==> src/rtl/imem_boot_loader.sv <==
// imem_boot_loader
// Boot sequencer for the RV32I core. It keeps the core in reset while a
// program image arrives as a byte stream. The image is a 4-byte word count,
// then the payload, then a one-byte additive checksum. Payload bytes are
// packed into little-endian words and written to byte-addressed instruction
// memory. The core is released only when the checksum matches.
module imem_boot_loader #(
  parameter int IM_WORDS  = 256,
  parameter int ADDR_W    = 10,
  parameter int BASE_ADDR = 0
) (
  input  logic              clk,
  input  logic              reset,
  input  logic              in_valid,
  input  logic [7:0]        in_data,
  output logic              in_ready,
  input  logic              reload,
  output logic              im_we,
  output logic [ADDR_W-1:0] im_addr,
  output logic [31:0]       im_wdata,
  output logic              core_rst_n,
  output logic              done,
  output logic              err,
  output logic [1:0]        err_code,
  output logic [ADDR_W-2:0] words_loaded
);

  typedef enum logic [2:0] {
    S_HDR,
    S_PAYLOAD,
    S_CSUM,
    S_RUN,
    S_ERROR
  } state_t;

  localparam logic [1:0]        ERR_NONE = 2'd0;
  localparam logic [1:0]        ERR_LEN  = 2'd1;
  localparam logic [1:0]        ERR_CSUM = 2'd2;
  localparam logic [31:0]       MAX_LEN  = 32'(IM_WORDS);
  localparam logic [ADDR_W-1:0] BASE     = ADDR_W'(BASE_ADDR);

  state_t              state;
  logic [31:0]         len;        // word count of the current image
  logic [23:0]         len_lo;     // header bytes 0..2 while the header is arriving
  logic [23:0]         word_lo;    // payload lanes 0..2 of the word being assembled
  logic [1:0]          byte_idx;   // lane of the next accepted byte
  logic [7:0]          sum;        // running payload checksum
  logic                accept;
  logic [31:0]         len_full;   // header value once its last byte is present
  logic [ADDR_W-2:0]   words_inc;  // word count after the current write
  logic [ADDR_W-1:0]   word_addr;  // byte address of the word being written

  // Handshake and helper values shared by the state machine.
  always_comb begin
    accept    = in_valid && in_ready;
    len_full  = {in_data, len_lo};
    words_inc = words_loaded + 1'b1;
    word_addr = BASE + {words_loaded[ADDR_W-3:0], 2'b00};
  end

  // Loader state machine; every output is registered here.
  always_ff @(posedge clk or negedge reset) begin
    if (!reset) begin
      state        <= S_HDR;
      len          <= '0;
      len_lo       <= '0;
      word_lo      <= '0;
      byte_idx     <= '0;
      sum          <= '0;
      in_ready     <= 1'b0;
      im_we        <= 1'b0;
      im_addr      <= '0;
      im_wdata     <= '0;
      core_rst_n   <= 1'b0;
      done         <= 1'b0;
      err          <= 1'b0;
      err_code     <= ERR_NONE;
      words_loaded <= '0;
    end else begin
      // The write strobe is a single-cycle pulse.
      im_we <= 1'b0;

      case (state)
        S_HDR: begin
          // in_ready comes up on the first edge spent in HDR.
          in_ready <= 1'b1;
          if (accept) begin
            byte_idx <= byte_idx + 2'd1;
            case (byte_idx)
              2'd0: len_lo[7:0]   <= in_data;
              2'd1: len_lo[15:8]  <= in_data;
              2'd2: len_lo[23:16] <= in_data;
              default: begin
                len <= len_full;
                if (len_full > MAX_LEN) begin
                  state    <= S_ERROR;
                  in_ready <= 1'b0;
                  err      <= 1'b1;
                  err_code <= ERR_LEN;
                end else if (len_full == 32'd0) begin
                  state <= S_CSUM;
                end else begin
                  state <= S_PAYLOAD;
                end
              end
            endcase
          end
        end

        S_PAYLOAD: begin
          if (accept) begin
            sum      <= sum + in_data;
            byte_idx <= byte_idx + 2'd1;
            case (byte_idx)
              2'd0: word_lo[7:0]   <= in_data;
              2'd1: word_lo[15:8]  <= in_data;
              2'd2: word_lo[23:16] <= in_data;
              default: begin
                // Lane 3 completes the word: write it on the next cycle
                // using the address of the pre-increment word count.
                im_we        <= 1'b1;
                im_addr      <= word_addr;
                im_wdata     <= {in_data, word_lo};
                words_loaded <= words_inc;
                if (32'(words_inc) == len) begin
                  state <= S_CSUM;
                end
              end
            endcase
          end
        end

        S_CSUM: begin
          if (accept) begin
            in_ready <= 1'b0;
            if (in_data == sum) begin
              state      <= S_RUN;
              core_rst_n <= 1'b1;
              done       <= 1'b1;
            end else begin
              state    <= S_ERROR;
              err      <= 1'b1;
              err_code <= ERR_CSUM;
            end
          end
        end

        S_RUN, S_ERROR: begin
          in_ready <= 1'b0;
          if (reload) begin
            // Restart from a clean header; in_ready returns one edge later.
            state        <= S_HDR;
            core_rst_n   <= 1'b0;
            done         <= 1'b0;
            err          <= 1'b0;
            err_code     <= ERR_NONE;
            words_loaded <= '0;
            sum          <= '0;
            byte_idx     <= '0;
            len          <= '0;
            len_lo       <= '0;
            word_lo      <= '0;
          end
        end

        default: begin
          state    <= S_HDR;
          in_ready <= 1'b0;
        end
      endcase
    end
  end

endmodule

==> config.mk <==
export PLATFORM = sky130hd
export DESIGN_NAME = imem_boot_loader
export DESIGN_NICKNAME = d
export VERILOG_FILES = /design/src/rtl/imem_boot_loader.sv
export SDC_FILE = /design/constraint.sdc
export NUM_CORES = 1
export LEC_CHECK = 0
export ABC_AREA = 1
export BUFFER_PORTS_ARGS = -buffer_cell sky130_fd_sc_hd__buf_2
export CAP_MARGIN = 20
export CORE_MARGIN = 2
export CORE_UTILIZATION = 60
export DETAILED_ROUTE_END_ITERATION = 16
export HOLD_SLACK_MARGIN = 0.08
export PLACE_DENSITY = 0.83
export SLEW_MARGIN = 20
export SYNTH_ARGS = -nofsm -noshare
export SYNTH_HDL_FRONTEND = slang
export SYNTH_SLANG_ARGS = --single-unit
==> constraint.sdc <==
create_clock -name clk -period 3.05 [get_ports clk]
set_input_delay 0.4575 -clock clk [delete_from_list [all_inputs] [get_ports clk]]
set_output_delay 0.4575 -clock clk [all_outputs]
set_load 0.05 [all_outputs]
Word-level counts from Yosys, hierarchy flattened:

Index checks and enable logic that the tools add are counted.

* reductions and logical operators: 27
* add/sub/neg operators: 3
* mux-type cells: 56
* equality and inequality tests: 25
* bitwise operators: 2
* magnitude comparators: 1

Operators by type and width (count)
* two-way mux 32 bit: 3
* one-hot mux 24 bit (2 select lines): 2
* one-hot mux 32 bit (2 select lines): 1
* two-way mux 24 bit: 2
* two-way mux 8 bit: 5
* AND reduction 4 bit: 9
* == test 9 x 32 -> 1 bit: 1
* > comparator 32 x 9 -> 1 bit (second input constant): 1
* zero test 32 bit: 1
* inequality test 2 bit (second input constant): 16
* two-way mux 3 bit: 9
* two-way mux 9 bit: 3
* one-hot mux 9 bit (2 select lines): 1
* two-way mux 2 bit: 8
* one-hot mux 8 bit (2 select lines): 1
* two-way mux 1 bit: 15
* AND reduction 7 bit: 2
* one-hot mux 3 bit (4 select lines): 1
* adder 9 x 1 -> 9 bit (second input constant): 1
* AND reduction 3 bit: 3
* adder 8 bit: 1
* == test 8 bit: 1
* nonzero test 2 bit: 4
* == test 3 x 2 -> 1 bit (second input constant): 2
* other kinds (18): 21

* word-level logic and storage cells: 132
* input port bits: 12
* bits in registers: 148
* output and inout bits: 58

Logic depth before layout (Yosys ltp):

Gate-level depths: netlist of the first run.

* depth after elaboration: 6
* mapped depth: 13
* gate-level depth less buffers: 13

Worst setup path before layout of the first run:

OpenSTA, ideal clock, no wires.

* kind: register -> register
* start: reg words_loaded[1]
* end: reg state[2]
* buffers on the path: 0
* library setup time: 0.120 ns
* stages on the path, launching flop included: 13
* arrival time: 2.020 ns
* period minus slack after synthesis: 2.140 ns
* data required time: 2.930 ns
* setup slack: 0.910 ns
* cell sequence: dfrtp_1 -> ha_1 -> nand2_1 -> nor2_1 -> nand3_1 -> nand3_1 -> nand2_1 -> nor2_1 -> nand4_1 -> nand2_1 -> nand2_1 -> nand2_1 -> nand2_1

* longest elaborated chain between the ends: 4

RTL lines
* from (decl): RTL line 25 `output logic [ADDR_W-2:0] words_loaded`
* from (signal assigned): RTL line 124 `words_loaded <= words_inc;`
* adder 9 x 1 -> 9 bit: RTL line 57 `words_inc = words_loaded + 1'b1;`
* == test 9 x 32 -> 1 bit: RTL line 125 `if (32'(words_inc) == len) begin`
* inequality test 2 bit (no line)
* AND reduction 7 bit (no line)
* to (signal assigned): RTL line 64 `state <= S_HDR;`
* to (signal assigned): RTL line 126 `state <= S_CSUM;`
* to (signal assigned): RTL line 137 `state <= S_RUN;`
* to (decl): RTL line 42 `state_t state;`

Every way passes these cells.
A chain may end at the register's enable or synchronous reset.

Worst setup path after layout of the first run:

* start: reg state[1]
* end: reg len[17]

* longest elaborated chain between the ends: 4
* elaborated cells on any way between the ends: 10
* those cells by class: eq/ne: 5; mux: 1; reduce/logical: 4

RTL lines
* from (signal assigned): RTL line 64
* from (signal assigned): RTL line 96 `state <= S_ERROR;`
* from (signal assigned): RTL line 101 `state <= S_CSUM;`
* == test 3 x 2 -> 1 bit or == test 3 bit (tied branches): RTL line 83 `case (state)`
* OR reduction 2 bit: RTL line 83
* inequality test 2 bit (no line) or nonzero test 2 bit (tied branches)
* AND reduction 4 bit (no line)
* to (signal assigned): RTL line 94 `len <= len_full;`
* to (decl): RTL line 43 `logic [31:0] len;`

Parallel ways exist; a longest one is shown, timed or not.

==> metrics.md, run 1 <==
| Metric | Value |
|---|---|
| Die footprint | approximately 0.012 mm2 |
| Synthesis-to-layout area growth | 15.1% |
| Initial cell density of the core | roughly three fifths |
| Kind of critical path | flip-flop to flip-flop |
| Clock latency on the worst-skew pair | about 420 ps |
| Critical path origin | state[1]$_DFFE_PN0P_ |
| Layout cell share with drive strength beyond 1 | 15.5% |
| Worst slew pin tran | around 800 ps |
| Synthesis Warnings | 0 |
| Post-Synthesis Cells | 790 |
| Clock network power share | between 30% and 40% |
| Max Cap Violations | 0 |
| Vias/cell | 5.56 |
| Worst Path Max Fanout | 22 |
| Switching Fraction | 36.2% |
| TNS Setup | 0 ps |
| Worst EP arrival | 2840 ps |
| Total track usage | 28.1% |
| Total clock buffers created by CTS | 17 |
| Drt total wl | approximately 16000 um |
| Crit path time final | approximately 2600 ps |
| LEAKAGE | slightly below 4 nW |
| Crit. End Element | flip-flop |
| Worst rel slew slack | 48.1% |
| First-pass iteration count of the detailed router | 6 |
| Fillers | 819 |
| Seq cells post-synth | around 150 |
| Most common cell after layout, fill and taps aside | nand2_1 |
| Largest net degree at the start of global routing | 85 |
| CTS tree | built |
| # Post-CTS Setup Buffers | 0 |
| Clock Tree Buf Depth | 2 |
| # rows | 38 |
| Max Clock Skew | 8.32 ps |
| Antenna violations before repair | 0 |
| Status | completed |
| Maximum clock frequency | about 390 MHz |
| Flop pwr share | roughly two fifths |
| CTS sink count | about 150 |
| RSZ-0062 raised after global routing | no |
| DR WL/cell | roughly 16 um |
| Final nets | roughly 880 |
| HPWL Detailed | around 11000 um |
| Vias in the first global route | 5405 |
| Cell Pwr Density | approximately 860 mW/mm2 |
| Peak VDD IR | ~0.49 mV |
| Routed via count | between 5000 and 6000 |
| Hold violation count in the final report | 0 |
| Worst-path clk slew | roughly 70 ps |
| Critical path destination | len[17]$_DFFE_PN0P_ |
| Worst reg2reg path depth | 10 |
| H-tree depth | 4 |
| Die width | between 100 and 150 um |
| Pwr Total | about 6.7 mW |
| Slew Viols, Final | 0 |
| Reg2reg setup slack | roughly 480 ps |
| Chip height | approximately 110 um |
| Clk root buf | clkbuf_16 |
| Post-synthesis sequential area ratio | approximately 55% |
| First-pass GRT wire length | 25900 um |
| Hold Crit Class | input pin to async pin |
| Final period util | between 80 and 90% |
| Core region area | about 0.011 mm2 |
| Int Power | ~4.3 mW |
| Startpoint types | flip-flop |
| Ant diodes | 0 |
| Total gr overflow | 0 |
| IO Pins | 70 |
| Worst EP required | ~3300 ps |
| Initial DRC count | between 600 and 700 |
| Synthesized area | slightly below 0.007 mm2 |
| Critical register-to-register path startpoint | state[1]$_DFFE_PN0P_ |
| # port buffers | 67 |
| Post-synth cell types | between 40 and 50 |
| Post-route DRC | 0 |
| Antenna viol nets, final | 0 |
| Avg Inst Size Synth | ~8.6 um2 |
| Switching pwr | 2.42 mW |
| Worst R2R End | len[17]$_DFFE_PN0P_ |
| Commonest cells after routing, fill and taps aside | nand2_1 (203), dfrtp_1 (148), o21ai_0 (119) |
| Final setup fails | 0 |
| Gpl congestion | around 0.86 |
| Gate power share | between 20% and 30% |
[critical path, cell delays in order (launching register included)]
cell,delay (ps)
dfrtp_1,470
nor2_1,200
nor2_2,80
nor2_4,310
inv_2,280
nor2_2,210
nor2_1,70
nand2_2,250
inv_1,310
nand3_1,140
o21ai_0,100
[per-layer routing]
metal	GRT usage, %	wire length, um
met1	36.7	6750
met2	45.3	7630
met5	0	0
met4	10.2	333
met3	7.64	1020
[through the flow]
stage | area [um2] | hold slack, ps | setup slack, ps | utilization (%) | instances
final | 7790 | 83.7 | 484 | 71.3 | 1005
after global routing | 7790 | 157 | 190 | 71.3 | 1005
after CTS | 7790 | 125 | 494 | 71.2 | 1005
after detailed placement | 7170 | 460 | 371 | 65.6 | 973
after global placement | 7170 | 458 | 466 | 65.6 | 973
after floorplan | 6780 | 162 | 910 | - | 791
[cell type report]
cell class / count / area, um2 / area share, %
multi-input cells: 522 / 2570 / 33.0
well taps: 140 / 175 / 2.25
repair buffers: 70 / 377 / 4.83
flip-flops and latches: 148 / 3700 / 47.5
inverters: 93 / 352 / 4.51
clock inverters: 14 / 176 / 2.26
clock buffers: 18 / 439 / 5.64
[cell usage after synthesis, drive strengths merged]
cell type / count / share of area, %
a21oi: 8 / 0.70
xnor2: 1 / 0.13
o21bai: 1 / 0.11
nand2: 207 / 12
o22a: 1 / 0.13
o211ai: 5 / 0.78
a32o: 1 / 0.15
o22ai: 4 / 0.37
ha: 12 / 2.2
nand3: 44 / 3.3
clkbuf: 13 / 0.74
nor3: 7 / 0.67
conb: 1 / 0.055
nand3b: 2 / 0.22
buf: 15 / 1.5
nand4: 7 / 0.65
o21ai: 132 / 10
o31ai: 5 / 0.55
a22o: 1 / 0.13
nor4: 2 / 0.18
nor2: 75 / 5.3
inv: 93 / 5.2
and2: 2 / 0.18
dfrtp: 148 / 55
xor2: 2 / 0.26
fa: 1 / 0.30
[cells by family (layout without fill, tap and decap cells)]
logic type | count (synthesis) | count (layout) | synth area share [%]
AO/OA/AOI/OAI | 158 | 158 | 12.9
XOR/XNOR | 3 | 3 | 0.388
adder cells (fa/ha/maj) | 13 | 13 | 2.51
buffers and inverters | 121 | 195 | 7.41
flip-flops | 148 | 148 | 54.7
other | 1 | 2 | 0.0554
AND/OR/NAND/NOR | 346 | 346 | 22.0
[registers in the layout, summed over array words and instances (netlist names), 2 cells and up]
signal	flops
im_wdata	32
len	32
len_lo	24
word_lo	24
words_loaded	9
im_addr	8
sum	8
state	3
byte_idx	2
err_code	2
[power by group through the flow]
stage          clock network, mW  logic [mW]  registers, mW
2_1_floorplan                  0        1.34           2.72
3_3_place_gp                   0        1.70           2.69
3_5_place_dp                   0        1.78           2.71
4_1_cts                     2.19        1.81           2.69
5_1_grt                     2.27        2.08           2.74
6_report                    2.17        1.82           2.70
[timing repair]
item                       in CTS  in global routing
hold endpoints to repair        0                  0
setup endpoints to repair       0                 35
hold buffers                    0                  0
gates resized for setup         0                  1
[how the worst min path moves through the flow]
| stage | end | cells after the start |
|---|---|---|
| after global placement | err$_DFFE_PN0P_ | 2 |
| final | im_wdata[4]$_DFFE_PN0P_ | 1 |
| after floorplan | byte_idx[0]$_DFFE_PN0P_ | 0 |
| after detailed placement | err$_DFFE_PN0P_ | 2 |
| after global routing | im_wdata[4]$_DFFE_PN0P_ | 1 |
| after CTS | im_wdata[4]$_DFFE_PN0P_ | 1 |
No activity file was read; power rests on OpenSTA's default activity.
==> run 2: changes to the inputs <==
- CORE_UTILIZATION: 60 -> 59
- PLACE_DENSITY: 0.83 -> 0.82
- clock period: 3.05 -> 2.7 ns (I/O delays scaled with it)
==> run 2 against run 1 <==
  * Critical path depth down 1
  * Combinational power up 13%
  * Setup slack worse by 78 ps
  * Cell count up 1.0%
  * Via count down 2.5%
  * Critical endpoint is now im_wdata[18]$_DFFE_PN0P_
  * Largest cell class unchanged
  * Count of clock-buffer cells in the layout up 5
  * Global-route usage down 1.8 points
  * Non-clock buffer count up 8
  * Flip-flop and latch count unchanged
  * Sequential share of layout area down 0.40 points
  * First-iteration DRC count down 38%
==> metrics.md, run 2 (synthesis results as in run 1) <==
| Metric | Value |
|---|---|
| Crit-path max cell delay | approximately 470 ps |
| Initial cell density of the core | about 60% |
| Worst R2R End | im_wdata[18]$_DFFE_PN0P_ |
| Worst EP required | ~3000 ps |
| Die footprint | about 0.012 mm2 |
| Crit. End Element | flip-flop |
| Int Power | 4.95 mW |
| Status | completed |
| CTS tree | built |
| Critical path origin | state[1]$_DFFE_PN0P_ |
| Util after Layout | a little over two thirds |
| Worst rel slew slack | just under 60% |
| Hold violation count in the final report | 0 |
| Clock Tree Buf Depth | 2 |
| H-tree depth | 4 |
| DR WL/cell | ~15 um |
| Maximum clock frequency | between 400 and 500 MHz |
| Vias/cell | 5.37 |
| Hold Crit Class | input pin to flip-flop |
| Total gr overflow | 0 |
| Synthesis-to-layout area growth | 16.1% |
| Worst-path cell chain | nor2_1 -> nand2_1 -> nor2_1 -> inv_1 -> nor2_4 -> inv_2 -> buf_4 -> nand2_1 -> o21ai_0 |
| Worst EP arrival | roughly 2600 ps |
| Critical register-to-register path startpoint | state[1]$_DFFE_PN0P_ |
| Most common cell after layout, fill and taps aside | nand2_1 |
| Gpl congestion | 0.884 |
| # Post-CTS Setup Buffers | 0 |
| Final period util | between 80 and 90% |
| Max stage delay cell, worst path | dfrtp_1 |
| CTS sink count | ~150 |
| Crit path max-delay family | simple AND/OR/NAND/NOR gates |
| Reg2reg setup slack | between 400 and 500 ps |
| Startpoint types | flip-flop |
| Gate power share | 27.2% |
| HPWL Detailed | 10500 um |
| Worst reg2reg path depth | 9 |
| Peak VDD IR | a little under 0.6 mV |
| Final setup fails | 0 |
| Pwr Total | between 7 and 8 mW |
| Switching Fraction | 34.5% |
| Multi-input logic area | 0.00257 mm2 |
| Drt total wl | 15200 um |
| Largest net degree at the start of global routing | 92 |
| GRT Max-Usage Layer | met2 |
| # rows | 39 |
| Routed via count | about 5400 |
| CP Buf/Inv Count | 3 |
| Setup ws final | 407 ps |
| Hold slack | slightly above 300 ps |
| Clk root buf | clkbuf_16 |
| Placed cell count | roughly 1000 |
| Commonest cells after routing, fill and taps aside | nand2_1 (203), dfrtp_1 (148), o21ai_0 (119) |
| First-pass GRT wire length | approximately 26000 um |
| Worst slew pin tran | roughly 630 ps |
| Slew Viols, Final | 0 |
| Antenna viol nets, final | 0 |
| RSZ-0062 raised after global routing | no |
| LEAKAGE | about 3.9 nW |
| Routing usage on met2 | between 40% and 50% |
| Flop pwr share | about two fifths |
| Max Cap Violations | 0 |
| Total clock buffers created by CTS | 17 |
| Placed inst area | between 0.007 and 0.008 mm2 |
| Worst-path clk slew | ~60 ps |
| Initial DRC count | roughly 380 |
| Non-filler cells, final | slightly above 1000 |
| Switching pwr | roughly 2.6 mW |
| Final nets | 885 |
| Fillers | 886 |
| Ant diodes | 0 |
| Clock network power share | between 30% and 40% |
| Crit path time final | between 2000 and 2500 ps |
| Worst Path Max Fanout | 45 |
| Clock latency on the worst-skew pair | 430 ps |
| Chip height | 111 um |
| Vias in the first global route | 5214 |
| IO Pins | 70 |
| Register area | around 0.0037 mm2 |
| Max Clock Skew | roughly 7.9 ps |
| M3 GR Usage | 5.69% |
| Met1 Resource Use GR | between 30% and 40% |
| Pre-CTS WS | 386 ps |
| Final Instance Area | roughly 0.0079 mm2 |
| Core region area | 0.0113 mm2 |
| Die width | 111 um |
| Post-route DRC | 0 |
| Total track usage | around a quarter |
| Layout cell share with drive strength beyond 1 | roughly 16% |
| Crit path depth | 9 |
| Top flop regs | im_wdata x32, len x32 |
| Antenna violations before repair | 0 |
| TNS Setup | 0 ps |
| Kind of critical path | flip-flop to flip-flop |
| First-pass iteration count of the detailed router | 7 |
| # port buffers | between 60 and 70 |
| Cell Pwr Density | about 960 mW/mm2 |
| Critical path destination | im_wdata[18]$_DFFE_PN0P_ |
## run 2: worst reg2reg max path, delay by kind of cell, from the launching register on
family	cells	cell delay (ps)
compound gates	1	80
simple gates	5	800
flops	1	470
buf+inv	3	810
## run 2: timing repair
| action | 4_1_cts | 5_1_grt |
|---|---|---|
| hold buffers | 1 | 0 |
| resized for setup | 0 | 0 |
| hold endpoints to repair | 20 | 0 |
## run 2: final cells by class
type	count	share of cell area (%)
clock buffers	23	5.95
clock inverters	8	1.91
inverters	93	4.44
multi-input cells	522	32.7
flip-flops and latches	148	47.1
well taps	143	2.28
repair buffers	78	5.59
## run 2: routing by layer
layer	vias to the layer above	share of wire, %
li1	2679	-
met1	2578	47
met2	172	46
met3	20	5.3
met4	0	1.8
met5	-	0
## run 2: worst min-delay path by stage
stage | startpoint | to | cells past startpoint
after floorplan | reset | byte_idx[0]$_DFFE_PN0P_ | 0
after global placement | reset | im_wdata[11]$_DFFE_PN0P_ | 1
after detailed placement | reset | im_wdata[6]$_DFFE_PN0P_ | 1
after CTS | in_data[5] | im_wdata[29]$_DFFE_PN0P_ | 3
after global routing | in_data[5] | im_wdata[29]$_DFFE_PN0P_ | 3
final | in_data[5] | im_wdata[29]$_DFFE_PN0P_ | 3
## run 2: power groups by stage
stage | combinational (mW) | clock, mW | sequential [mW]
2_1_floorplan | 1.52 | 0 | 3.07
3_3_place_gp | 1.97 | 0 | 3.03
3_5_place_dp | 2.03 | 0 | 3.05
4_1_cts | 2.05 | 2.49 | 3.02
5_1_grt | 2.35 | 2.60 | 3.09
6_report | 2.06 | 2.47 | 3.03
==> run 3: changes to the inputs <==
- ABC_AREA: 1 -> 0
- clock period: 2.7 -> 2.2 ns (I/O delays scaled with it)
==> run 3 against run 2 <==
  * Total power shrank 20%
  * Die area shrank 1.1%
  * Sequential share of layout area shrank 0.15 points
  * Sequential power shrank 10%
  * Worst hold slack lost 130 ps
  * Critical path depth shrank 4
  * Setup slack lost 270 ps
  * Flip-flop and latch count is the same
  * Maximum frequency grew 11%
  * Cell area grew 0.35%
  * Largest cell class unchanged
  * Highest routed layer unchanged
==> metrics.md, run 3 <==
| Metric | Value |
|---|---|
| TNS Setup | 0 ps |
| Status | completed |
| Crit. End Element | flip-flop |
| Hold violation count in the final report | 0 |
| Max Cap Violations | 0 |
| LEAKAGE | approximately 4.0 nW |
| Vias/cell | roughly 6.0 |
| Final period util | 93.7% |
| Maximum clock frequency | slightly below 500 MHz |
| Total gr overflow | 0 |
| Worst EP required | between 2000 and 3000 ps |
| Synthesis Warnings | 0 |
| Worst EP arrival | ~2400 ps |
| Post-route DRC | 0 |
| Core region area | between 0.01 and 0.015 mm2 |
| Largest net degree at the start of global routing | 65 |
| Vias in the first global route | 5725 |
| Antenna viol nets, final | 0 |
| CTS sink count | 148 |
| Hold slack | around 170 ps |
| HPWL Detailed | ~11000 um |
| Layout cell share with drive strength beyond 1 | about 18% |
| Chip height | ~110 um |
| Synthesized area | between 0.006 and 0.007 mm2 |
| Max Clock Skew | 11.4 ps |
| Clock latency on the worst-skew pair | about 430 ps |
| Post-synth top area cell | dfrtp_1 |
| Total track usage | 29.2% |
| # port buffers | between 60 and 70 |
| Total clock buffers created by CTS | 17 |
| Startpoint types | flip-flop |
| Synth top cells by count | nand2_1 (253), dfrtp_1 (148), o21ai_0 (104) |
| Top flop regs | im_wdata x32, len x32 |
| Final nets | 818 |
| Crit path time final | around 2000 ps |
| First-pass GRT wire length | roughly 28000 um |
| Final setup fails | 0 |
| Top FF cell, synth | dfrtp_1 |
| Peak VDD IR | around 0.61 mV |
| H-tree depth | 4 |
| Clk root buf | clkbuf_16 |
| Antenna violations before repair | 0 |
| Commonest cells after routing, fill and taps aside | nand2_1 (253), dfrtp_1 (147), o21ai_0 (103) |
| Kind of critical path | flip-flop to flip-flop |
| Initial DRC count | 684 |
| Gpl congestion | between 0.9 and 1 |
| RSZ-0062 raised after global routing | no |
| Hold Crit Class | input pin to flip-flop |
| Top cell type's share of synthesized area | 55.3% |
| Synthesis-to-layout area growth | 17.9% |
| Post-synth cell types | 59 |
| Worst-path clk slew | approximately 60 ps |
| Worst slew pin tran | about 680 ps |
| Count leader, synth | nand2_1 |
| Routed via count | around 5600 |
| Pwr Total | approximately 6 mW |
| Initial cell density of the core | 61.2% |
| Ant diodes | 0 |
| Post-Synthesis Cells | ~700 |
| Die width | ~110 um |
| Area contributors post-synth | dfrtp_1 (55%), nand2_1 (14%), o21ai_0 (7.8%) |
| Post-synthesis sequential area ratio | between 50% and 60% |
| Most common cell after layout, fill and taps aside | nand2_1 |
| Avg Inst Size Synth | 9.28 um2 |
| Slew Viols, Final | 0 |
| Cell Pwr Density | a little under 800 mW/mm2 |
| Die footprint | roughly 0.012 mm2 |
| Clock Tree Buf Depth | 2 |
| Seq cells post-synth | 148 |
| Fillers | 769 |
| Number of flops mapped to enable cells by yosys | 0 |
| IO Pins | 70 |
| Worst Path Max Fanout | 10 |
| Worst rel slew slack | a little over half |
| Async set or reset register ratio after synthesis | 100% |
| First-pass iteration count of the detailed router | 5 |
| Drt total wl | around 17000 um |
| # rows | 38 |
| DR WL/cell | about 18 um |
| # Post-CTS Setup Buffers | 0 |
| CTS tree | built |
-- run 3: changes by cell type after synthesis, sizes merged, moves of 7 or more --
cell	before	now
inv	93	7
nand2	207	253
nand3	44	10
nor2	75	18
nor4	2	15
o21a	0	7
o21ai	132	109
xnor2	1	10
-- run 3: power by group --
group	switching [mW]	total [mW]	internal (mW)
registers	0	2.72	2.72
logic	0.119	0.153	0.0338
clock network	1.16	3.20	2.05
total	1.28	6.08	4.80
-- run 3: final cells by class --
type | instances | area (um2) | share of cell area (%)
sequential | 148 | 3700 | 47.0
multi-input combinational | 528 | 2780 | 35.2
clock buffer | 20 | 447 | 5.66
clock inverter | 11 | 199 | 2.52
timing repair buffer | 90 | 554 | 7.03
tap | 140 | 175 | 2.22
inverter | 8 | 30.0 | 0.381
-- run 3: worst paths after layout --
kind / from / to / cells after the start / slack, ps
setup / recovery: state[2]$_DFFE_PN0P_ / len[24]$_DFFE_PN0P_ / 5 / 140
hold / removal: in_data[0] / im_wdata[24]$_DFFE_PN0P_ / 3 / 170
hold reg to reg: im_wdata[19]$_DFFE_PN0P_ / im_wdata[19]$_DFFE_PN0P_ / 2 / 470
max in group asynchronous: reset / len[27]$_DFFE_PN0P_ / 3 / 1140
setup reg to reg: state[2]$_DFFE_PN0P_ / len[24]$_DFFE_PN0P_ / 5 / 140
min in group asynchronous: reset / words_loaded[4]$_DFFE_PN0P_ / 2 / 400
-- run 3: cell families after synthesis --
group	Yosys count	share of synthesized area, %
other	1	0.0560
and+or+nand+nor	335	21.6
xor gates and xnor gates	16	2.09
DFF	148	55.3
adders and majority gates	13	2.54
muxes	1	0.168
AOI/OAI and AO/OA	161	14.8
buffers and inverters	46	3.44
-- run 3: stage by stage --
step	setup slack, ps	std cells	instance area [um2]	utilization, %
CTS	106	945	7880	72.0
floorplan	21.3	722	6700	-
finish	139	945	7890	72.1
global placement	45.4	913	7220	66.0
global route	15.9	945	7890	72.1
detailed placement	-1.92	913	7220	66.0
-- run 3: what timing repair did --
| item | in CTS | in global routing |
|---|---|---|
| hold buffers | 1 | 0 |
| endpoints found under the hold margin | 48 | 0 |
| gates resized for setup | 0 | 4 |
| setup endpoints to repair | 0 | 11 |
-- run 3: per-layer routing --
| metal | share of wire, % | vias to the layer above | track usage, % |
|---|---|---|---|
| met3 | 7.4 | 43 | 7.90 |
| met1 | 41 | 2752 | 37.9 |
| met2 | 48 | 258 | 46.5 |
| met4 | 2.9 | 0 | 12.9 |
| met5 | 0 | - | 0 |
| li1 | - | 2580 | - |
-- run 3: critical path, stage by stage, from the launching register on --
cell     delay (ps)
dfrtp_1         450
buf_4           210
nor2b_1          90
a22oi_2         450
nand2_1         350
o21ai_0         390
